### src/rtl/btn_input_conditioner.sv
// Input conditioner for top_ALU: synchronises switches and buttons, debounces each button,
// and emits one arbitrated load pulse per press together with a switch snapshot.
module btn_input_conditioner #(
    parameter int unsigned NB_SW           = 8,
    parameter int unsigned NB_BTN          = 3,
    parameter int unsigned DEBOUNCE_CYCLES = 500000
) (
    input  logic              clock,
    input  logic              reset,
    input  logic [NB_SW-1:0]  i_switches,
    input  logic [NB_BTN-1:0] i_botones,
    output logic [NB_SW-1:0]  o_switches,
    output logic [NB_BTN-1:0] o_load_pulse,
    output logic [NB_BTN-1:0] o_btn_level,
    output logic              o_collision
);

    localparam int unsigned NB_CNT = $clog2(DEBOUNCE_CYCLES) + 1;
    localparam logic [NB_CNT-1:0] CNT_LAST = NB_CNT'(DEBOUNCE_CYCLES - 1);

    logic [NB_SW-1:0]  sw_meta_q,    sw_meta_d;
    logic [NB_SW-1:0]  sw_sync_q,    sw_sync_d;
    logic [NB_BTN-1:0] btn_meta_q,   btn_meta_d;
    logic [NB_BTN-1:0] btn_sync_q,   btn_sync_d;
    logic [NB_BTN-1:0] db_q,         db_d;
    logic [NB_BTN-1:0] db_dly_q,     db_dly_d;
    logic [NB_CNT-1:0] cnt_q [NB_BTN];
    logic [NB_CNT-1:0] cnt_d [NB_BTN];
    logic [NB_SW-1:0]  switches_q,   switches_d;
    logic [NB_BTN-1:0] load_pulse_q, load_pulse_d;
    logic [NB_BTN-1:0] btn_level_q,  btn_level_d;
    logic              collision_q,  collision_d;

    logic [NB_BTN-1:0] rise_c;
    logic [NB_BTN-1:0] grant_c;

    // Synchronisers and per-button debounce counters
    always_comb begin
        sw_meta_d  = i_switches;
        sw_sync_d  = sw_meta_q;
        btn_meta_d = i_botones;
        btn_sync_d = btn_meta_q;
        db_d       = db_q;
        db_dly_d   = db_q;
        cnt_d      = cnt_q;
        for (int i = 0; i < int'(NB_BTN); i++) begin
            if (btn_sync_q[i] == db_q[i]) begin
                cnt_d[i] = '0;
            end else if (cnt_q[i] == CNT_LAST) begin
                cnt_d[i] = '0;
                db_d[i]  = btn_sync_q[i];
            end else begin
                cnt_d[i] = cnt_q[i] + NB_CNT'(1);
            end
        end
    end

    // Rising edges; the lowest-index button wins, the rest are dropped
    always_comb begin
        rise_c       = db_q & ~db_dly_q;
        grant_c      = rise_c & (~rise_c + NB_BTN'(1));
        load_pulse_d = grant_c;
        collision_d  = |(rise_c & (rise_c - NB_BTN'(1)));
        switches_d   = (|rise_c) ? sw_sync_q : switches_q;
        btn_level_d  = db_q;
    end

    always_ff @(posedge clock or posedge reset) begin
        if (reset) begin
            sw_meta_q    <= '0;
            sw_sync_q    <= '0;
            btn_meta_q   <= '0;
            btn_sync_q   <= '0;
            db_q         <= '0;
            db_dly_q     <= '0;
            for (int i = 0; i < int'(NB_BTN); i++) begin
                cnt_q[i] <= '0;
            end
            switches_q   <= '0;
            load_pulse_q <= '0;
            btn_level_q  <= '0;
            collision_q  <= 1'b0;
        end else begin
            sw_meta_q    <= sw_meta_d;
            sw_sync_q    <= sw_sync_d;
            btn_meta_q   <= btn_meta_d;
            btn_sync_q   <= btn_sync_d;
            db_q         <= db_d;
            db_dly_q     <= db_dly_d;
            for (int i = 0; i < int'(NB_BTN); i++) begin
                cnt_q[i] <= cnt_d[i];
            end
            switches_q   <= switches_d;
            load_pulse_q <= load_pulse_d;
            btn_level_q  <= btn_level_d;
            collision_q  <= collision_d;
        end
    end

    assign o_switches   = switches_q;
    assign o_load_pulse = load_pulse_q;
    assign o_btn_level  = btn_level_q;
    assign o_collision  = collision_q;

endmodule
### config.mk
export PLATFORM = sky130hd
export DESIGN_NAME = btn_input_conditioner
export DESIGN_NICKNAME = d
export VERILOG_FILES = /design/src/rtl/btn_input_conditioner.sv
export SDC_FILE = /design/constraint.sdc
export NUM_CORES = 1
export LEC_CHECK = 0
export ABC_CLOCK_PERIOD_IN_PS = 5450
export BUFFER_PORTS_ARGS = -buffer_cell sky130_fd_sc_hd__buf_4
export CAP_MARGIN = 20
export CORE_UTILIZATION = 46
export CTS_BUF_LIST = sky130_fd_sc_hd__clkbuf_16
export CTS_CLUSTER_SIZE = 16
export DETAILED_ROUTE_END_ITERATION = 10
export PLACE_DENSITY_LB_ADDON = 0.05
export SETUP_SLACK_MARGIN = 0.5
export SLEW_MARGIN = 20
export SYNTH_ARGS = -nofsm -noshare
export SYNTH_HDL_FRONTEND = slang
export SYNTH_SLANG_ARGS = --single-unit
### constraint.sdc
create_clock -name clock -period 5.45 [get_ports clock]
set_input_delay 0.545 -clock clock [delete_from_list [all_inputs] [get_ports clock]]
set_output_delay 0.545 -clock clock [all_outputs]
set_load 0.02 [all_outputs]
; ---- Word level (Yosys, flattened, before mapping)
; Cells that the tools add are included.
[op_classes]
add_sub_neg = 5
n_eq_ne = 6
muxes = 6
bitwise = 8
reduce_logical = 5
[op_table]
columns = cell, count
row1 = $mux 20, 6
row2 = $add 20x1->20 const B, 3
row3 = $eq 20x19->1 const B, 3
row4 = $and 3x3->3, 3
row5 = $not 3->3, 2
row6 = $reduce_and 2->1, 3
row7 = $reduce_or 3->1, 2
row8 = $add 3x1->3 const B, 1
row9 = $eq 1x1->1, 3
row10 = $not 1->1, 3
row11 = $sub 3x1->3 const B, 1
[word_totals]
register_bits = 100
in_bits = 13
out_inout_bits = 15
word_cells = 44

; ---- Logic depth before layout (Yosys ltp)
; Gate-level depths: netlist of run 1.
[logic_depth]
word_depth = 5
ltp_mapped = 6
ltp_nobuf = 5

; ---- Least setup slack after synthesis of run 1
; OpenSTA, ideal clock, no wires.
[synth_path]
path_kind = flip-flop to flip-flop
startpoint = register cnt_q[0] (netlist bit)
endpoint = register cnt_q[10] (netlist bit)
setup_time_ps = 119
arrival_time_ps = 1663
required_ps = 5331
slack_ps = 3668
path_stages_with_launch = 7
n_path_buf = 1
period_less_slack_ps = 1782
cell_sequence = dfrtp_1 -> ha_1 -> nand4_1 -> or3_1 -> o21bai_4 -> buf_4 -> nor2_1
[synth_rtl]
columns = element, line_no
row1 = "start, declared", 27  ; logic [NB_CNT-1:0] cnt_q [NB_BTN];
row2 = "start signal, assigned by index", 91  ; cnt_q[i] <= cnt_d[i];

==> impl_metrics.csv, run 1 <==
group,metric,value,unit
worst_setup_path,start_kind,"flip-flop",
yosys,syn-cell-area,4248,um2
worst_setup_path,critical_path.max_fanout,18,
clocking,clock_sinks,100,
sta,max_slew_margin,37.39,%
yosys,syn_nets,392,
routing,avgRoutedWirePerCell,14.05,um
die,ios,28,
placement,globalplace.congestion,0.7730,
power,p_leak,0.002131,uW
clocking,clk_pin_slew,0.08,ns
worst_setup_path,end_kind,"flip-flop",
yosys,synthMuxAreaShare,3.152,%
cells_and_area,finalNonFillerCells,521,
global_routing,grt_pass1_wl,12.90,mm
yosys,netlist_instances,376,
yosys,synth_seq_cells,100,
sta,worst_clock_skew,0.007375,ns
yosys,synthAdderAreaFrac,1.119,%
sta,setup_viol_count_final,0,
clocking,root_buffer,"clkbuf_16",
die,die_h,98.10,um
sta,fmax,0.4752,GHz
yosys,synth_edf_count,0,
yosys,synth_top_family_by_area,"simple AND/OR/NAND/NOR gates",
yosys,syn_avg_cell_area,11.30,um2
clocking,hold_buffers,0,
power,p_sw_share,24.11,%
yosys,synth-seq-area-share,58.91,%
placement,dpl.hpwl,4.785,mm
clocking,cts_made_buffers,9,
power,p_seq_share,52.7,%
die,die_w,98.10,um
die,rows,34,
die,coreArea,8848,um2
clocking,cts_setup_buffers,0,
routing,vias,2783,
global_routing,track_usage,16.85,%
outcome,violations,"DRC",
power,power.net_switching,349.1,uW
global_routing,antenna_found_initial,0,
routing,via_per_inst,5.342,
routing,remaining_drc_errors,1,
yosys,synthArstFlopShare,100.0,%
clocking,cts_tree,"yes",
global_routing,grt_max_degree,78,
power,share_comb_of_total_power,2.8,%
worst_hold_path,hold_path.class,"in2async",
cells_and_area,nFillCells,785,
cells_and_area,syn_to_final_growth,15.08,%
placement,placed_cells,505,
clocking,htreeDepth,3,
sta,grt_setup_unrepaired,"no",
power,clkPwrFrac,44.4,%
die,die_area,9623,um2
global_routing,grt_pass1_vias,2722,
yosys,synth-simple-area-share,21.53,%
cells_and_area,post-route-util,55.25,%
sta,period_needed,2.104,ns
sta,drv_slew,0,
worst_setup_path,crit_type,"reg2reg",
power,irDropWorstVdd,0.0001400,V
worst_setup_path,crit_required,5.66,ns
clocking,ctsResizeCount,0,
cells_and_area,final_layout_size_suffix_gt1_share,16.22,%
cells_and_area,nets,424,
power,power_density,296.2,nW/um2
sta,timing.setup.tns,0,ns
routing,drt-initial-drc-count,110,
sta,finalCritPeriodShare,38.61,%
clocking,cts_max_path_buffers,2,
clocking,clkLatencyLatePin,0.34,ns
yosys,yosysWarnings,0,
sta,worst_pin_slew,0.9392,ns
yosys,synth_compound_area_share,3.947,%
routing,drt_wl_total,7.320,mm
run,cap_violations,0,
yosys,synth_cell_types,41,
die,initial_core_util,48.01,%
routing,ant_nets,0,
sta,hold_viol,0,
cells_and_area,n_antenna_cell,0,
worst_setup_path,worstPathArrival,2.31,ns
outcome,status,"complete, but fails checks",
power,p_int,1099,uW
routing,drt-pass1-iter-count,7,
global_routing,grt.overflow.total,0,
yosys,ys.flop_type,"dfrtp_1",
placement,numPortBuffers,27,
yosys,synth_xor_xnor_area_share,9.485,%
[critical path, stage by stage, from the launching register on]
cell	delay, ns
dfrtp_1	0.42
ha_1	0.23
nand4_1	0.29
or3_1	0.50
o21bai_4	0.42
nor2_1	0.10
[worst paths after layout]
kind                            slack [ns]             to  cells past startpoint           from
worst max-delay path                  3.35       cnt_q[7]                      5       cnt_q[0]
worst min-delay path                  0.15   sw_sync_q[4]                      2          reset
worst max register to register        3.35       cnt_q[7]                      5       cnt_q[0]
worst min register to register        0.35  btn_sync_q[2]                      0  btn_meta_q[2]
max in group asynchronous             4.07      cnt_q[18]                      3          reset
min in group clock                    0.30   sw_meta_q[0]                      1  i_switches[0]
[synthesized netlist by cell type (4+ instances only)]
cell type  count  area [um2]
nand4_1       19       118.9
nor4b_1        5       43.79
and3_1         6       37.54
nor2_1        59       221.5
a21oi_1        8       40.04
nor4_1         9       56.30
nand3_1       19       95.09
o21ai_0        6       30.03
nor2b_1        4       25.02
and4_1         7       61.31
mux2_2        11       123.9
inv_1         12       45.04
nor3_1        11       55.05
nand2_1       15       56.30
xnor2_1       28       245.2
or3_1          9       56.30
dfrtp_1      100        2502
xor2_1        18       157.7
[registers in the layout, summed over array words and instances (netlist names), 3 cells and up]
name and flops:
sw_sync_q 8, btn_meta_q 3, o_load_pulse 3, o_btn_level 3
cnt_q 60, btn_level_d 3, sw_meta_q 8, o_switches 8
btn_sync_q 3
[stage by stage]
stage | area [um2] | total power, uW | setup WS, ns | hold WS (ns)
after floorplan | 4248 | 804.2 | 2.286 | 0.3312
after global placement | 4562 | 819.9 | 3.218 | 0.3317
after detailed placement | 4574 | 821.5 | 3.309 | 0.3347
after CTS | 4888 | 1474 | 3.309 | 0.1520
after global routing | 4888 | 1509 | 3.172 | 0.1560
final | 4888 | 1448 | 3.346 | 0.1516
[metal layers]
metal	routed length, um	GRT usage, %
met3	266	4.295
met5	0	0
met1	3687	23.36
met2	3265	25.95
met4	99	5.594
[layout by cell type (no fill, tap or decap), drive strengths merged, types with 10 or more instances in the layout]
cell   count
dfrtp    100
nand4     21
xor2      18
nand3     19
buf       28
mux2      11
or3       10
inv       15
nand2     15
xnor2     28
nor2      59
nor3      11
[power by group through the flow]
stage / Combinational (uW) / Sequential [uW] / Clock (uW)
after floorplan: 28.0 / 776 / 0
after global placement: 42.2 / 778 / 0
after detailed placement: 43.2 / 778 / 0
after CTS: 43.3 / 763 / 667
after global routing: 48.2 / 765 / 696
final: 41.1 / 763 / 643
[cell type report]
cell class / instances / area (um2) / area share [%]
flip-flops and latches: 100 / 2502 / 51.19
multi-input cells: 257 / 1679 / 34.35
clock buffers: 9 / 225.2 / 4.607
repair buffers: 28 / 210.2 / 4.300
well taps: 108 / 135.1 / 2.764
clock inverters: 7 / 88.84 / 1.817
inverters: 12 / 47.55 / 0.9726
[logic make-up (layout without fill, tap and decap cells)]
kind of cell               Yosys count  in the layout
muxes                               12             12
buffers and inverters               19             56
AOI/OAI and AO/OA                   24             24
and+or+nand+nor                    171            171
xor gates and xnor gates            46             46
DFF                                100            100
adders and majority gates            4              4
(Power assumes the default switching activity.)
==> run 2, diff against run 1 <==
Settings changed: ABC_CLOCK_PERIOD_IN_PS 5450 to 1800.
Clock period 5.45 ns to 1.8 ns, I/O delays scaled along.
==> impl_metrics.csv, run 2 (synthesis results as in run 1) <==
group,metric,value,unit
sta,timing.setup.tns,0,ns
sta,worst_pin_slew,0.5135,ns
cells_and_area,nets,498,
placement,pre_cts_slack,0.1276,ns
clocking,cts_tree,"yes",
clocking,htreeDepth,3,
clocking,clock_sinks,100,
die,die_area,9623,um2
routing,remaining_drc_errors,5,
worst_setup_path,reg2reg_to,"btn_level_d[2]",
worst_setup_path,crit_required,2.03,ns
sta,period_needed,1.634,ns
cells_and_area,regMostFlops,"cnt_q",
sta,drv_slew,0,
sta,grt_setup_unrepaired,"yes",
clocking,root_buffer,"clkbuf_16",
global_routing,antenna_found_initial,0,
clocking,cts_max_path_buffers,2,
cells_and_area,finalNonFillerCells,595,
power,power_density,743.9,nW/um2
clocking,cts_made_buffers,9,
power,p_leak,0.002556,uW
global_routing,track_usage,19.72,%
worst_setup_path,start_kind,"flip-flop",
die,initial_core_util,48.01,%
sta,finalCritPeriodShare,90.80,%
sta,hold_viol,0,
global_routing,grt_max_degree,101,
global_routing,grt_pass1_wl,15.00,mm
cells_and_area,n_antenna_cell,0,
cells_and_area,final_cell_mix,"dfrtp_1, buf_4, xnor2_1, nor2_2, nor2_1",
clocking,clk_pin_slew,0.07,ns
worst_setup_path,worstPathArrival,1.86,ns
cells_and_area,syn_to_final_growth,41.03,%
cells_and_area,nFillCells,700,
die,rows,34,
placement,globalplace.congestion,0.7692,
worst_setup_path,r2r_cells,5,
die,coreArea,8848,um2
placement,numPortBuffers,27,
routing,drt-pass1-iter-count,8,
routing,drt-initial-drc-count,97,
routing,drt_wl_total,8.967,mm
worst_hold_path,hold_path.class,"in2async",
die,die_w,98.10,um
placement,dpl.hpwl,5.156,mm
cells_and_area,multiInputGateArea,2101,um2
worst_setup_path,end_kind,"flip-flop",
cells_and_area,final_layout_size_suffix_gt1_share,45.59,%
routing,vias,3138,
cells_and_area,largest_register_ffs,60,
outcome,status,"complete, but fails checks",
placement,placed_cells,522,
clocking,clkLatencyLatePin,0.34,ns
sta,max_slew_margin,65.77,%
sta,worst_clock_skew,0.01161,ns
worst_setup_path,regToRegStartpoint,"cnt_q[0]",
worst_setup_path,crit_type,"reg2reg",
global_routing,grt_pass1_vias,3128,
sta,fmax,0.6118,GHz
cells_and_area,final_common_cell,"dfrtp_1",
routing,ant_nets,0,
worst_setup_path,critical_path.max_fanout,2,
die,ios,28,
run,cap_violations,0,
die,die_h,98.10,um
sta,finalWorstSetupSlack,0.1655,ns
routing,via_per_inst,5.274,
outcome,violations,"DRC",
power,irDropWorstVdd,0.0006496,V
global_routing,grt.overflow.total,0,
cells_and_area,regArea,2524,um2
sta,setup_viol_count_final,0,
routing,avgRoutedWirePerCell,15.07,um
worst_setup_path,rrSetupSlack,0.17,ns
==> run 2: cell count changes in the layout (fill, tap and decap cells not counted), sizes merged <==
cell	previous run	this run
clkinv	4	2
clkinvlp	0	2
buf	28	91
dlygate4sd3	0	11
==> run 2: stage by stage <==
| step | cell area (um2) | total power, uW | hold slack [ns] | util (%) |
|---|---|---|---|---|
| 6_report | 5991 | 4457 | 0.002754 | 67.70 |
| 5_1_grt | 5991 | 4632 | 0.05925 | 67.70 |
| 4_1_cts | 5757 | 4504 | 0.01691 | 65.06 |
| 3_5_place_dp | 4878 | 2518 | 0.2906 | 55.13 |
| 3_3_place_gp | 4878 | 2512 | 0.2893 | 55.13 |
| 2_1_floorplan | 4462 | 2449 | 0.2114 | - |
==> run 2: final cells by class <==
type                    count  share of cell area [%]
clock buffers               9                   3.759
clock inverters             7                   1.253
inverters                  12                  0.8145
multi-input cells         257                   35.07
flip-flops and latches    100                   42.13
well taps                 108                   2.256
repair buffers            102                   14.72
==> run 2: how the worst max path moves through the flow <==
stage | endpoint | startpoint | cells past startpoint | slack (ns)
5_1_grt | cnt_q[15] | cnt_q[0] | 6 | 0.11
3_3_place_gp | cnt_q[18] | cnt_q[0] | 7 | 0.16
4_1_cts | btn_level_d[2] | cnt_q[0] | 5 | 0.19
6_report | btn_level_d[2] | cnt_q[0] | 5 | 0.17
3_5_place_dp | cnt_q[19] | cnt_q[2] | 4 | 0.13
2_1_floorplan | btn_level_d[2] | cnt_q[0] | 5 | 0.05
==> run 2: repair_timing <==
action | CTS | global route
pin swaps | 22 | 10
hold buffers | 11 | 0
buffers inserted | 32 | 13
resized for setup | 59 | 37
cloned | 1 | 0
endpoints found under the hold margin | 11 | 0
setup endpoints to repair | 65 | 65
==> run 2: power breakdown <==
group          leakage, uW  total [uW]  switching [uW]  internal, uW
registers          0.00131        2310            27.9          2290
clock network     0.000145        1900             916           986
logic              0.00110         240             121           119
total              0.00256        4460            1060          3390
==> run 2: per-layer routing <==
layer | track usage (%) | wire [um] | up-vias
met5 | 0 | 0 | -
met4 | 6.294 | 87 | 0
met3 | 3.794 | 245 | 6
met2 | 32.02 | 4366 | 38
met1 | 26.82 | 4267 | 1570
li1 | - | - | 1524
==> run 2: worst max-delay path, cell delays in order (launching register included) <==
cell	delay (ns)
dfrtp_1	0.38
ha_2	0.19
nand4_1	0.12
or3_4	0.45
nor2_4	0.10
mux2_4	0.29
==> run 3, diff against run 2 <==
Settings changed: PLACE_DENSITY set to 0.77, PLACE_DENSITY_LB_ADDON 0.05 to not set.
==> impl_metrics.csv, run 3 (synthesis results as in run 1) <==
group,metric,value,unit
global_routing,grt_pass1_wl,17.09,mm
worst_setup_path,cp_top_family,"simple AND/OR/NAND/NOR gates",
cells_and_area,regMostFlops,"cnt_q",
sta,setup_viol_count_final,0,
routing,vias,3553,
sta,worst_clock_skew,0.009498,ns
routing,drt-initial-drc-count,275,
sta,worst_pin_slew,0.5228,ns
die,initial_core_util,48.01,%
routing,avgRoutedWirePerCell,19.23,um
cells_and_area,final_cell_mix,"buf_4, dfrtp_1, nor2_2, xnor2_1, buf_6",
global_routing,grt_pass1_vias,3547,
sta,fmax,0.5618,GHz
cells_and_area,nFillCells,555,
cells_and_area,n_antenna_cell,0,
power,p_leak,0.002679,uW
placement,placed_area,4846,um2
sta,hold_ws,-0.04813,ns
die,ios,28,
worst_setup_path,crit_required,2.02,ns
worst_setup_path,critical_path_buf_inv_count,1,
worst_setup_path,r2r_cells,6,
sta,period_needed,1.780,ns
clocking,clock_sinks,100,
die,rows,34,
clocking,cts_tree,"yes",
clocking,cts_made_buffers,9,
sta,max_slew_margin,65.15,%
worst_setup_path,cp_slowest_cell,"or3_4",
worst_setup_path,regToRegStartpoint,"cnt_q[0]",
worst_setup_path,cpPeakStageDelay,0.46,ns
sta,drv_slew,0,
outcome,violations,"DRC, hold timing",
worst_setup_path,setup.worst_path.start,"cnt_q[0]",
placement,globalplace.congestion,0.8337,
sta,finalCritPeriodShare,98.89,%
clocking,clk_pin_slew,0.08,ns
routing,via_per_inst,5.768,
global_routing,antenna_found_initial,0,
worst_setup_path,reg2reg_to,"cnt_q[3]",
routing,drt-pass1-iter-count,7,
global_routing,track_usage,22.74,%
routing,drt_wl_total,11.85,mm
cells_and_area,final_layout_size_suffix_gt1_share,49.61,%
worst_hold_path,hold_path.class,"in2async",
worst_setup_path,worstPathArrival,2.00,ns
global_routing,grt_max_degree,101,
cells_and_area,largest_register_ffs,60,
sta,hold_viol,28,
worst_setup_path,crit_type,"reg2reg",
cells_and_area,final_cell_area,6252,um2
cells_and_area,nets,519,
worst_setup_path,end_kind,"flip-flop",
sta,grt_setup_unrepaired,"yes",
routing,ant_nets,0,
worst_setup_path,path_cells,"ha_4 -> nand4_1 -> or3_4 -> o21bai_4 -> buf_6 -> nor2_2",
cells_and_area,syn_to_final_growth,47.19,%
die,die_w,98.10,um
cells_and_area,final_common_cell,"buf_4",
die,coreArea,8848,um2
placement,numPortBuffers,27,
die,die_area,9623,um2
clocking,htreeDepth,3,
power,power_density,746.0,nW/um2
clocking,root_buffer,"clkbuf_16",
worst_setup_path,start_kind,"flip-flop",
sta,timing.setup.tns,0,ns
die,die_h,98.10,um
global_routing,grt.overflow.total,0,
clocking,clkLatencyLatePin,0.35,ns
worst_setup_path,rrSetupSlack,0.02,ns
clocking,cts_max_path_buffers,2,
power,irDropWorstVdd,0.0004711,V
outcome,status,"complete, but fails checks",
worst_setup_path,critical_path.max_fanout,5,
run,cap_violations,0,
placement,dpl.hpwl,5.146,mm
routing,remaining_drc_errors,4,
==> run 3: tightest hold or removal path: cells and delay by family <==
family                 cells  cell delay (ns)
buffers and inverters      3             0.57
==> run 3: stage by stage <==
stage | total power [uW] | utilization (%) | std cells | setup WS, ns
finish | 4664 | 70.66 | 616 | 0.01995
CTS | 4618 | 66.15 | 589 | 0.1656
global placement | 2504 | 54.77 | 516 | 0.1281
detailed placement | 2514 | 54.77 | 516 | 0.06300
global route | 4815 | 70.66 | 616 | -0.09892
floorplan | 2449 | - | 376 | 0.04566
==> run 3: worst max path at each step <==
stage / end / depth (start not counted) / slack, ns
after floorplan: btn_level_d[2] / 5 / 0.05
after global placement: cnt_q[18] / 7 / 0.13
after detailed placement: cnt_q[18] / 7 / 0.06
after CTS: btn_level_d[2] / 5 / 0.17
after global routing: cnt_q[3] / 6 / -0.1
final: cnt_q[3] / 6 / 0.02
==> run 3: layer usage <==
layer / wire (um) / vias to the layer above / track usage [%]
met5: 0 / - / 0
met4: 581 / 0 / 9.557
met3: 490 / 54 / 4.438
met2: 6224 / 132 / 40.14
met1: 4550 / 1800 / 27.10
li1: - / 1567 / -
==> run 3: timing repair <==
item	CTS	global route
setup endpoints to repair	65	65
hold buffers	11	0
gates cloned	2	2
hold endpoints to repair	11	0
buffers inserted	44	25
gates resized for setup	57	62
pin swaps	26	21
==> run 3: final cells by class <==
class                           instances  area, um2  share of cell area (%)
Sequential cell                       100       2530                   40.46
Multi-Input combinational cell        257       2125                   33.98
Timing Repair Buffer                  123       1095                   17.51
Clock buffer                            9      225.2                   3.602
Tap cell                              108      135.1                   2.161
Clock inverter                          7      93.84                   1.501
Inverter                               12      48.80                  0.7805
==> run 3: report_power, final <==
group / internal, uW / total [uW] / switching [uW] / leakage, uW
combinational: 147 / 286 / 139 / 0.00122
clock: 1120 / 2060 / 935 / 0.000153
sequential: 2290 / 2320 / 35.3 / 0.00130
